<file path="src/rtl/counter_pkg.sv">
// ---------------------------------------------------------------------------
// counter_pkg: shared constants and sizing helper for the counter library.
// Rev 1.0
// ---------------------------------------------------------------------------
`default_nettype none

package counter_pkg;

  localparam logic CNT_UP   = 1'b1;
  localparam logic CNT_DOWN = 1'b0;

  localparam int LIMIT_WRAP = 0;
  localparam int LIMIT_SAT  = 0 + 1;

  function automatic int clog2(input int unsigned n);
    int r;
    r = 0;
    while ((64'd1 << r) < 64'(n)) r = r + 1;
    return r;
  endfunction

endpackage

`default_nettype wire

</file>
<file path="src/rtl/mod_updown_counter_prescaler.sv">
// ---------------------------------------------------------------------------
// count_prescaler: emits tick on every PRESCALE-th enabled cycle.
// Rev 1.0
// ---------------------------------------------------------------------------
`default_nettype none

module count_prescaler
  import counter_pkg::*;
#(
  parameter int PRESCALE = 4
) (
  input  logic clk,
  input  logic clr,
  input  logic en,
  output logic tick
);

  // A 1-bit counter still works for PRESCALE=1: it never leaves zero.
  localparam int PW = (clog2(PRESCALE) < 1) ? 1 : clog2(PRESCALE);
  localparam logic [PW-1:0] LAST = PW'(PRESCALE - 1);

  logic [PW-1:0] cnt;

  assign tick = en && (cnt == LAST);

  always_ff @(posedge clk) begin
    if (clr) begin
      cnt <= '0;
    end else if (en) begin
      cnt <= tick ? '0 : cnt + PW'(1);
    end
  end

endmodule

`default_nettype wire

</file>
<file path="src/rtl/mod_updown_counter.sv">
// ---------------------------------------------------------------------------
// mod_updown_counter: WIDTH-bit modulo-MODULUS up/down counter, wrap or
// saturate. Optional prescaler: define COUNTER_PRESCALE_EN.  Rev 1.0
// ---------------------------------------------------------------------------
`default_nettype none

module mod_updown_counter
  import counter_pkg::*;
#(
  parameter int WIDTH    = 8,
  parameter int MODULUS  = 256,
  parameter int SATURATE = 0,
  parameter int PRESCALE = 4
) (
  input  logic             clk,
  input  logic             clr,
  input  logic             ld,
  input  logic             en,
  input  logic             up,
  input  logic [WIDTH-1:0] d_in,
  output logic [WIDTH-1:0] count,
  output logic             tc,
  output logic             wrap,
  output logic             ovf
);

  if (!(WIDTH >= 1 && MODULUS >= 2 && longint'(MODULUS) <= (longint'(1) << WIDTH)
        && PRESCALE >= 1)) begin : g_param_check
    $error("mod_updown_counter: illegal WIDTH/MODULUS/PRESCALE combination");
  end

  localparam logic [WIDTH:0]   MOD_X = (WIDTH + 1)'(MODULUS);
  localparam logic [WIDTH-1:0] MAX_V = WIDTH'(MODULUS - 1);

  logic [WIDTH:0]   inc;
  logic [WIDTH:0]   dec;
  logic             at_limit;
  logic [WIDTH-1:0] step_val;
  logic [WIDTH-1:0] limit_val;
  logic [WIDTH-1:0] load_val;
  logic             step;

  // Up limit is detected as count+1 reaching MODULUS, down limit as a borrow.
  assign inc      = {1'b0, count} + (WIDTH + 1)'(1);
  assign dec      = {1'b0, count} - (WIDTH + 1)'(1);
  assign at_limit = (up == CNT_UP) ? (inc == MOD_X) : dec[WIDTH];
  assign tc       = at_limit;

  assign step_val  = (up == CNT_UP) ? inc[WIDTH-1:0] : dec[WIDTH-1:0];
  assign limit_val = (SATURATE == LIMIT_SAT) ? count : ((up == CNT_UP) ? '0 : MAX_V);
  assign load_val  = ({1'b0, d_in} >= MOD_X) ? MAX_V : d_in;

`ifdef COUNTER_PRESCALE_EN
  logic tick;

  count_prescaler #(
    .PRESCALE(PRESCALE)
  ) u_prescaler (
    .clk  (clk),
    .clr  (clr | ld),
    .en   (en & ~ld),
    .tick (tick)
  );

  assign step = tick;
`else
  assign step = en & ~ld;
`endif

  always_ff @(posedge clk) begin
    if (clr) begin
      count <= '0;
      wrap  <= 1'b0;
      ovf   <= 1'b0;
    end else if (ld) begin
      count <= load_val;
      wrap  <= 1'b0;
      ovf   <= 1'b0;
    end else if (step && at_limit) begin
      count <= limit_val;
      wrap  <= 1'b1;
      ovf   <= 1'b1;
    end else if (step) begin
      count <= step_val;
      wrap  <= 1'b0;
    end else begin
      wrap  <= 1'b0;
    end
  end

endmodule

`default_nettype wire

</file>
<file path="config.mk">
export PLATFORM = sky130hd
export DESIGN_NAME = mod_updown_counter
export DESIGN_NICKNAME = d
export VERILOG_FILES = /design/src/rtl/counter_pkg.sv /design/src/rtl/mod_updown_counter_prescaler.sv /design/src/rtl/mod_updown_counter.sv
export SDC_FILE = /design/constraint.sdc
export NUM_CORES = 1
export LEC_CHECK = 0
export ABC_AREA = 1
export BUFFER_PORTS_ARGS = -buffer_cell sky130_fd_sc_hd__buf_2
export CORE_MARGIN = 2
export CORE_UTILIZATION = 40
export CTS_CLUSTER_DIAMETER = 200
export DETAILED_ROUTE_END_ITERATION = 6
export PLACE_DENSITY_LB_ADDON = 0.08
export SYNTH_ARGS = -nofsm -noshare
export SYNTH_HDL_FRONTEND = slang
export SYNTH_HIERARCHICAL = 1
export SYNTH_SLANG_ARGS = --single-unit
export TNS_END_PERCENT = 5
</file>
<file path="constraint.sdc">
create_clock -name clk -period 1.64 [get_ports clk]
set_clock_uncertainty 0.05 [all_clocks]
set_input_delay 0.328 -clock clk [delete_from_list [all_inputs] [get_ports clk]]
set_output_delay 0.328 -clock clk [all_outputs]
set_load 0.05 [all_outputs]
</file>
==> reports/metrics.cfg, run 1 <==
[global_routing]
track_usage_pct = 22.1
antenna_found_initial = 0
grt.overflow.total = 0
grt_pass1_wl_um = 4330
grt_max_degree = 14
grt_pass1_vias = 1027

[setup_path]
crit_chain = ha_4, nand2_4, nor2_4, nand2_1, nor2_2, nand2_2, nand2_8, buf_8
cp_slowest_stage_delay_ns = 0.38
ff2ff_setup_slack_ns = 0
r2r_cells = 12
crit_path_end_kind = output port
path_delay_family = simple AND/OR/NAND/NOR gates
start_kind = flip-flop
critical_path_class = flip-flop to output port
arrival_ns = 1.43
rr_endpoint = count[1]
rr_startpoint = count[0]
crit_fanout = 4
critPathLaunch = count[0]
crit_required_ns = 1.26
slowest_stage = dfxtp_4
worst-path-buf-inv = 1

[clock_tree]
cts_tree = yes
cts_buffers = 3
htree_levels = 1
cts_sinks = 10
clock_latency_ns = 0.27
clk_pin_slew_worst_paths_ns = 0.08
clockBufferDepth = 2
postCtsHoldBufs = 0
clockRootBuffer = clkbuf_4

[routing]
via_count = 1110
first_pass_iters = 5
routed_wl_um = 2670
wl_per_cell_um = 12.8
drtIter0Drc = 44
ant_nets = 0
route.detailed.drc = 0
viasPerCell = 5.31

[worst_hold_path]
min_to = count[7]
hold_path.class = input pin to flip-flop
min_from = clr
min_path_cells = 2

[sta]
finalMaxSlewViolations = 0
post-route-period-util_pct = 110
rsz0062_at_grt = yes
timing.final.crit_period_ns = 1.80
setup_tns_ns = -0.170
setup_viol_count_final = 2
final_hold_viol_count = 0
worst_pin_slew_ns = 0.258
max_slew_margin_pct = 82.7
setup_slack_ns = -0.165
fmax_ghz = 0.554

[synth]
synth_mux_area_share_pct = 0
ys_types = 22
synth_fp_nets = 155
synth_cells = 140
yosys.area_share.adder_pct = 2.99
synth_compound_gate_area_share_pct = 14.7
yosysWarnings = 6
synth_xor_area_share_pct = 3.14
synth_top_family_by_area = simple AND/OR/NAND/NOR gates
avgSynthCellArea_um2 = 5.97
yosys.area_share.simple_pct = 44.3
ys_seq_elements = 10
ys_seq_area_share_pct = 24.0
netlist_area_um2 = 836

[final_layout]
final_cells = 209
final_cell_area_mm2 = 0.00124
multi_input_area_um2 = 618
syn2layout_area_growth_pct = 48.7
final_cell_mix = nand2_1, buf_2, buf_4, nand3_1, inv_1
diodes = 0
drive_gt1_share_pct = 44.0
layout_commonest_cell = nand2_1
regArea_um2 = 215
nets = 198
nFillCells = 197

[status]
status = finished, violations left
violations = negative setup slack

[floorplan]
die_w_um = 49.7
std_cell_rows = 16
num_io_pins = 24
dieArea_mm2 = 0.00247
die_h_um = 49.7
start_util_pct = 42.6
core_area_mm2 = 0.00196

[power]
ir_drop_v = 0.000412
power_mw = 0.884
power.density_mw_per_mm2 = 712
p_leak_nw = 0.640

[placed_design]
place_area_mm2 = 0.00110
dp_hpwl_um = 1910
port-buffer-count = 23
dp_slack_ns = -0.0464
dp.cells = 201
place.gp.congestion = 0.857

[job]
maxCapViolations = 0

[final cells by class]
type                       count  area share, %
timing repair buffer          41           20.9
sequential                    10           17.3
multi-input combinational    106           49.7
tap                           27           2.72
inverter                      21           6.34
clock buffer                   4           2.92
[metal layers]
| metal | vias to the layer above | global-route usage (%) | wire length [um] |
|---|---|---|---|
| met5 | - | 0 | 0 |
| met4 | 0 | 6.94 | 127 |
| met3 | 15 | 3.03 | 193 |
| met2 | 60 | 39.1 | 1260 |
| met1 | 497 | 27.3 | 1090 |
| li1 | 538 | - | - |
[stage by stage]
step                      utilization (%)  hold WS, ns
final                                63.3        0.315
after CTS                            61.5        0.300
after global routing                 63.3        0.340
after detailed placement             56.1        0.444
after global placement               56.1        0.456
after floorplan                         -        0.472
[synthesized netlist by cell type (all sizes together)]
library cell	instances	area share [%]
a21oi	8	6.1
a22oi	6	5.4
a31oi	1	0.75
buf	2	1.0
clkbuf	1	0.45
dfxtp	10	24
ha	2	3.0
inv	21	9.4
nand2	47	23
nand3	20	13
nor2	13	7.0
nor3	2	1.2
o21ai	4	2.4
xor2	3	3.1
[power by group]
| group | total, mW | internal [mW] | switching [mW] | leakage (nW) |
|---|---|---|---|---|
| Clock | 0.235 | 0.135 | 0.0999 | 0.0210 |
| Combinational | 0.365 | 0.136 | 0.230 | 0.533 |
| Sequential | 0.284 | 0.261 | 0.0230 | 0.0856 |
[cells by family after synthesis]
family | count (synthesis)
buf+inv | 24
compound gates | 19
flops | 10
fa+ha+maj | 2
xor+xnor | 3
simple gates | 82
[how the worst max path moves through the flow]
stage	endpoint	slack, ns	cells after the start
after detailed placement	tc	-0.05	8
after global routing	tc	-0.22	6
after floorplan	count[0]	-0.0001	12
final	tc	-0.16	8
after global placement	tc	-0.01	8
after CTS	tc	-0.19	8
[worst reg2reg max path: stages, from the launching register on]
cell,delay (ns)
dfxtp_4,0.38
ha_4,0.15
nand2_4,0.06
nor2_4,0.09
nand2_1,0.06
nor2_2,0.09
nand2_2,0.10
buf_4,0.16
nand3_1,0.08
nand2_1,0.06
nand2_1,0.07
nand2_1,0.07
a21oi_2,0.14
[flip-flops by register name (all words and copies together) (netlist names)]
signal  count
count       8
ovf         1
wrap        1
[repair_timing]
item	4_1_cts	5_1_grt
endpoints found under the setup margin	4	7
buffers inserted	4	0
cloned	0	0
pin swaps	3	3
resized for setup	9	8
Note: power is estimated with default switching activity, not from simulation.
==> run 2, diff against run 1 <==
--- a/config.mk
+++ b/config.mk
@@ -7,8 +7,8 @@
 export LEC_CHECK = 0
 export ABC_AREA = 1
 export BUFFER_PORTS_ARGS = -buffer_cell sky130_fd_sc_hd__buf_2
-export CORE_MARGIN = 2
-export CORE_UTILIZATION = 40
+export CORE_MARGIN = 3
+export CORE_UTILIZATION = 50
 export CTS_CLUSTER_DIAMETER = 200
 export DETAILED_ROUTE_END_ITERATION = 6
 export PLACE_DENSITY_LB_ADDON = 0.08
==> reports/metrics.cfg, run 2 (synthesized netlist as in run 1, its figures left out) <==
[setup_path]
start_kind = flip-flop
crit_path_end_kind = output port
endpoint = tc
critPathLaunch = count[1]
ff2ff_setup_slack_ns = -0.09
crit_required_ns = 1.26
crit_fanout = 4
arrival_ns = 1.47
rr_endpoint = count[4]
critical_path_class = flip-flop to output port
rr_startpoint = count[1]
r2r_cells = 14

[clock_tree]
clockRootBuffer = clkbuf_4
cts_sinks = 10
cts_buffers = 3
clk_pin_slew_worst_paths_ns = 0.08
htree_levels = 1
clock_latency_ns = 0.28
clockBufferDepth = 2
cts_tree = yes

[floorplan]
std_cell_rows = 14
die_w_um = 46.9
core_area_mm2 = 0.00154
start_util_pct = 54.2
num_io_pins = 24
dieArea_mm2 = 0.00220
die_h_um = 46.9

[routing]
via_count = 1061
ant_nets = 0
wl_per_cell_um = 13.1
first_pass_iters = 4
drtIter0Drc = 31
viasPerCell = 5.25
route.detailed.drc = 0
routed_wl_um = 2650

[sta]
timing.final.crit_period_ns = 1.85
fin_hold_ws_ns = 0.307
max_slew_margin_pct = 83.7
post-route-period-util_pct = 113
rsz0062_at_grt = yes
setup_slack_ns = -0.212
setup_viol_count_final = 3
final_hold_viol_count = 0
setup_tns_ns = -0.358
fmax_ghz = 0.540
finalMaxSlewViolations = 0
worst_pin_slew_ns = 0.244

[worst_hold_path]
hold_path.class = input pin to flip-flop

[placed_design]
place_area_mm2 = 0.00110
dp_hpwl_um = 1810
port-buffer-count = 23
place.gp.congestion = 0.897
dp_slack_ns = -0.0541
dp.cells = 192

[final_layout]
utilization_pct = 79.9
final_cells = 202
layout_commonest_cell = nand2_1
reg_top3 = count x8, ovf x1, wrap x1
diodes = 0
largest_reg_flops = 8
syn2layout_area_growth_pct = 47.3
final_cell_area_mm2 = 0.00123
drive_gt1_share_pct = 43.0
nFillCells = 108
top_register = count
final_cell_mix = nand2_1, buf_2, buf_4, nand3_1, inv_1
nets = 202

[power]
power.density_mw_per_mm2 = 679
p_leak_nw = 0.651
ir_drop_v = 0.000551
power_mw = 0.836

[global_routing]
grt_pass1_vias = 950
grt_max_degree = 14
grt_pass1_wl_um = 4020
track_usage_pct = 25.7
grt.overflow.total = 0
antenna_found_initial = 0

[status]
status = finished, violations left
violations = negative setup slack

[job]
maxCapViolations = 0

==> run 2: cell count changes in the layout (fill, tap and decap cells not counted) <==
cell	previous run	this run
nand3_2	2	3
ha_1	0	1
ha_4	2	1
nand3_1	17	16
a21oi_2	5	3
clkinv_1	0	1
nor2_2	5	4
a21oi_1	3	5
buf_4	18	22
clkbuf_8	1	0
nor2_1	7	8
==> run 2: how the worst min path moves through the flow <==
| stage | to | from | cells after the start |
|---|---|---|---|
| floorplan | count[1] | ld | 3 |
| global placement | count[2] | count[2] | 2 |
| CTS | count[5] | clr | 2 |
| finish | count[1] | d_in[1] | 3 |
| global route | count[5] | clr | 2 |
| detailed placement | ovf | ovf | 2 |
==> run 2: routing by layer <==
layer	share of wire [%]	track usage, %
met1	39	29.3
met2	49	47.4
met4	2.8	10.5
met5	0	0
met3	9.8	3.45
==> run 2: power by group <==
part	total (mW)	switching, mW	internal, mW
combinational	0.362	0.225	0.137
sequential	0.283	0.0222	0.261
clock	0.191	0.102	0.0883
==> run 2: worst max-delay path, cell delays in order, from the launching register on <==
cell	delay (ns)
dfxtp_4	0.38
ha_4	0.15
nand2_4	0.06
nor2_4	0.10
nand2_1	0.09
nor2_2	0.10
nand2_2	0.10
nand2_8	0.07
buf_8	0.14
==> run 2: what timing repair did <==
item / CTS / global route
gates resized for setup: 7 / 6
hold buffers: 0 / 0
cloned: 0 / 0
setup endpoints to repair: 3 / 8
hold endpoints to repair: 0 / 0
pin swaps: 4 / 5
buffers inserted: 5 / 1
==> run 2: final cells by class <==
type                       instances  area [um2]  area share, %
multi-input combinational        106         601           48.8
tap                               16        20.0           1.63
inverter                          21        78.8           6.40
timing repair buffer              45         290           23.6
clock buffer                       3        22.5           1.83
sequential                        10         215           17.5
clock inverter                     1        3.75          0.305
==> run 3, diff against run 2 <==
--- a/config.mk
+++ b/config.mk
@@ -8,7 +8,7 @@
 export ABC_AREA = 1
 export BUFFER_PORTS_ARGS = -buffer_cell sky130_fd_sc_hd__buf_2
 export CORE_MARGIN = 3
-export CORE_UTILIZATION = 50
+export CORE_UTILIZATION = 35
 export CTS_CLUSTER_DIAMETER = 200
 export DETAILED_ROUTE_END_ITERATION = 6
 export PLACE_DENSITY_LB_ADDON = 0.08
==> reports/metrics.cfg, run 3 (synthesized netlist as in run 1, its figures left out) <==
[global_routing]
antenna_found_initial = 0
grt_pass1_vias = 913
grt.overflow.total = 0
grt_max_degree = 14
grt_pass1_wl_um = 4070
track_usage_pct = 19.2

[floorplan]
core_area_mm2 = 0.00223
die_h_um = 54.9
num_io_pins = 24
std_cell_rows = 17
start_util_pct = 37.4
die_w_um = 54.9
dieArea_mm2 = 0.00301

[routing]
drtIter0Drc = 27
viasPerCell = 4.87
wl_per_cell_um = 12.2
route.detailed.drc = 0
routed_wl_um = 2620
first_pass_iters = 4
via_count = 1048
ant_nets = 0

[clock_tree]
clk_pin_slew_worst_paths_ns = 0.07
cts_tree = yes
clockBufferDepth = 2
clock_latency_ns = 0.28
htree_levels = 1
cts_sinks = 10
clockRootBuffer = clkbuf_4
cts_buffers = 3

[final_layout]
top_register = count
utilization_pct = 58.4
final_cell_mix = nand2_1, buf_2, buf_4, nand3_1, inv_1
largest_reg_flops = 8
layout_commonest_cell = nand2_1
syn2layout_area_growth_pct = 56.0
drive_gt1_share_pct = 44.9
nets = 203
reg_top3 = count x8, ovf x1, wrap x1
diodes = 0

[power]
p_sw_share_pct = 39.7
p_switching_mw = 0.357
power.density_mw_per_mm2 = 690
clockPowerShare_pct = 26.7
power_mw = 0.899
p_int_mw = 0.542
p_seq_share_pct = 31.2
p_leak_nw = 0.670
ir_drop_v = 0.000457
pwr-share-comb_pct = 42.1

[setup_path]
critical_path_class = flip-flop to output port
r2r_cells = 13
crit_required_ns = 1.26
crit_path_end_kind = output port
crit_fanout = 3
start_kind = flip-flop
arrival_ns = 1.46

[worst_hold_path]
hold_path.class = input pin to flip-flop
min_path_cells = 2

[placed_design]
port-buffer-count = 23
place.gp.congestion = 0.829
dp_hpwl_um = 1930
dp_slack_ns = -0.0332

[sta]
worst_pin_slew_ns = 0.248
setup_slack_ns = -0.201
finalMaxSlewViolations = 0
timing.final.crit_period_ns = 1.84
rsz0062_at_grt = yes
max_slew_margin_pct = 83.5
post-route-period-util_pct = 112
setup_tns_ns = -0.366
final_hold_viol_count = 0
setup_viol_count_final = 6
fin_hold_ws_ns = 0.296
fmax_ghz = 0.543

[job]
maxCapViolations = 0

[status]
status = finished, violations left
violations = negative setup slack

run 3: cell types whose count changed in the layout (fill, tap and decap cells not counted), sizes merged:
cell    previous run  this run
buf               45        46
clkbuf             3         4
clkinv             1         0
run 3: worst max-delay path, stage by stage, from the launching register on:
cell and delay (ns):
dfxtp_4 0.38, ha_4 0.15, nand2_4 0.06, nor2_4 0.09, nand2_1 0.07, nor2_2 0.15
nand2_4 0.08, nand2_8 0.06, buf_8 0.14
run 3: per-stage QoR:
| step | cells | instance area (um2) |
|---|---|---|
| finish | 215 | 1300 |
| global route | 215 | 1300 |
| CTS | 210 | 1220 |
| detailed placement | 204 | 1130 |
| global placement | 204 | 1130 |
| floorplan | 140 | 860 |
run 3: area by class of cell:
class	instances	area, um2
well taps	28	35.0
repair buffers	46	314
inverters	21	78.8
flip-flops and latches	10	215
clock buffers	4	36.3
multi-input cells	106	624
fillers	214	930
run 3: power by group through the flow:
stage / sequential (mW) / combinational, mW / clock (mW)
after global placement: 0.283 / 0.338 / 0
after global routing: 0.283 / 0.416 / 0.252
after floorplan: 0.341 / 0.169 / 0
final: 0.281 / 0.379 / 0.240
after CTS: 0.280 / 0.355 / 0.239
after detailed placement: 0.284 / 0.341 / 0
run 3: path summary, 6_finish.rpt:
check,start,end,slack (ns)
worst min register to register,ovf,ovf,0.46
worst min-delay path,clr,count[5],0.30
worst max register to register,count[1],count[1],-0.11
worst max-delay path,count[1],tc,-0.20
run 3: what timing repair did:
action                                  in CTS  in global routing
buffers inserted                             2                  5
endpoints found under the setup margin       4                  8
hold buffers                                 0                  0
resized for setup                            9                 10
pin swaps                                    3                  8
run 3: routing by layer:
layer	GRT usage, %	wire length, um	vias up
met4	8.71	31	0
met5	0	0	-
met1	26.8	1160	460
met3	2.45	188	5
li1	-	-	550
met2	28.7	1230	33
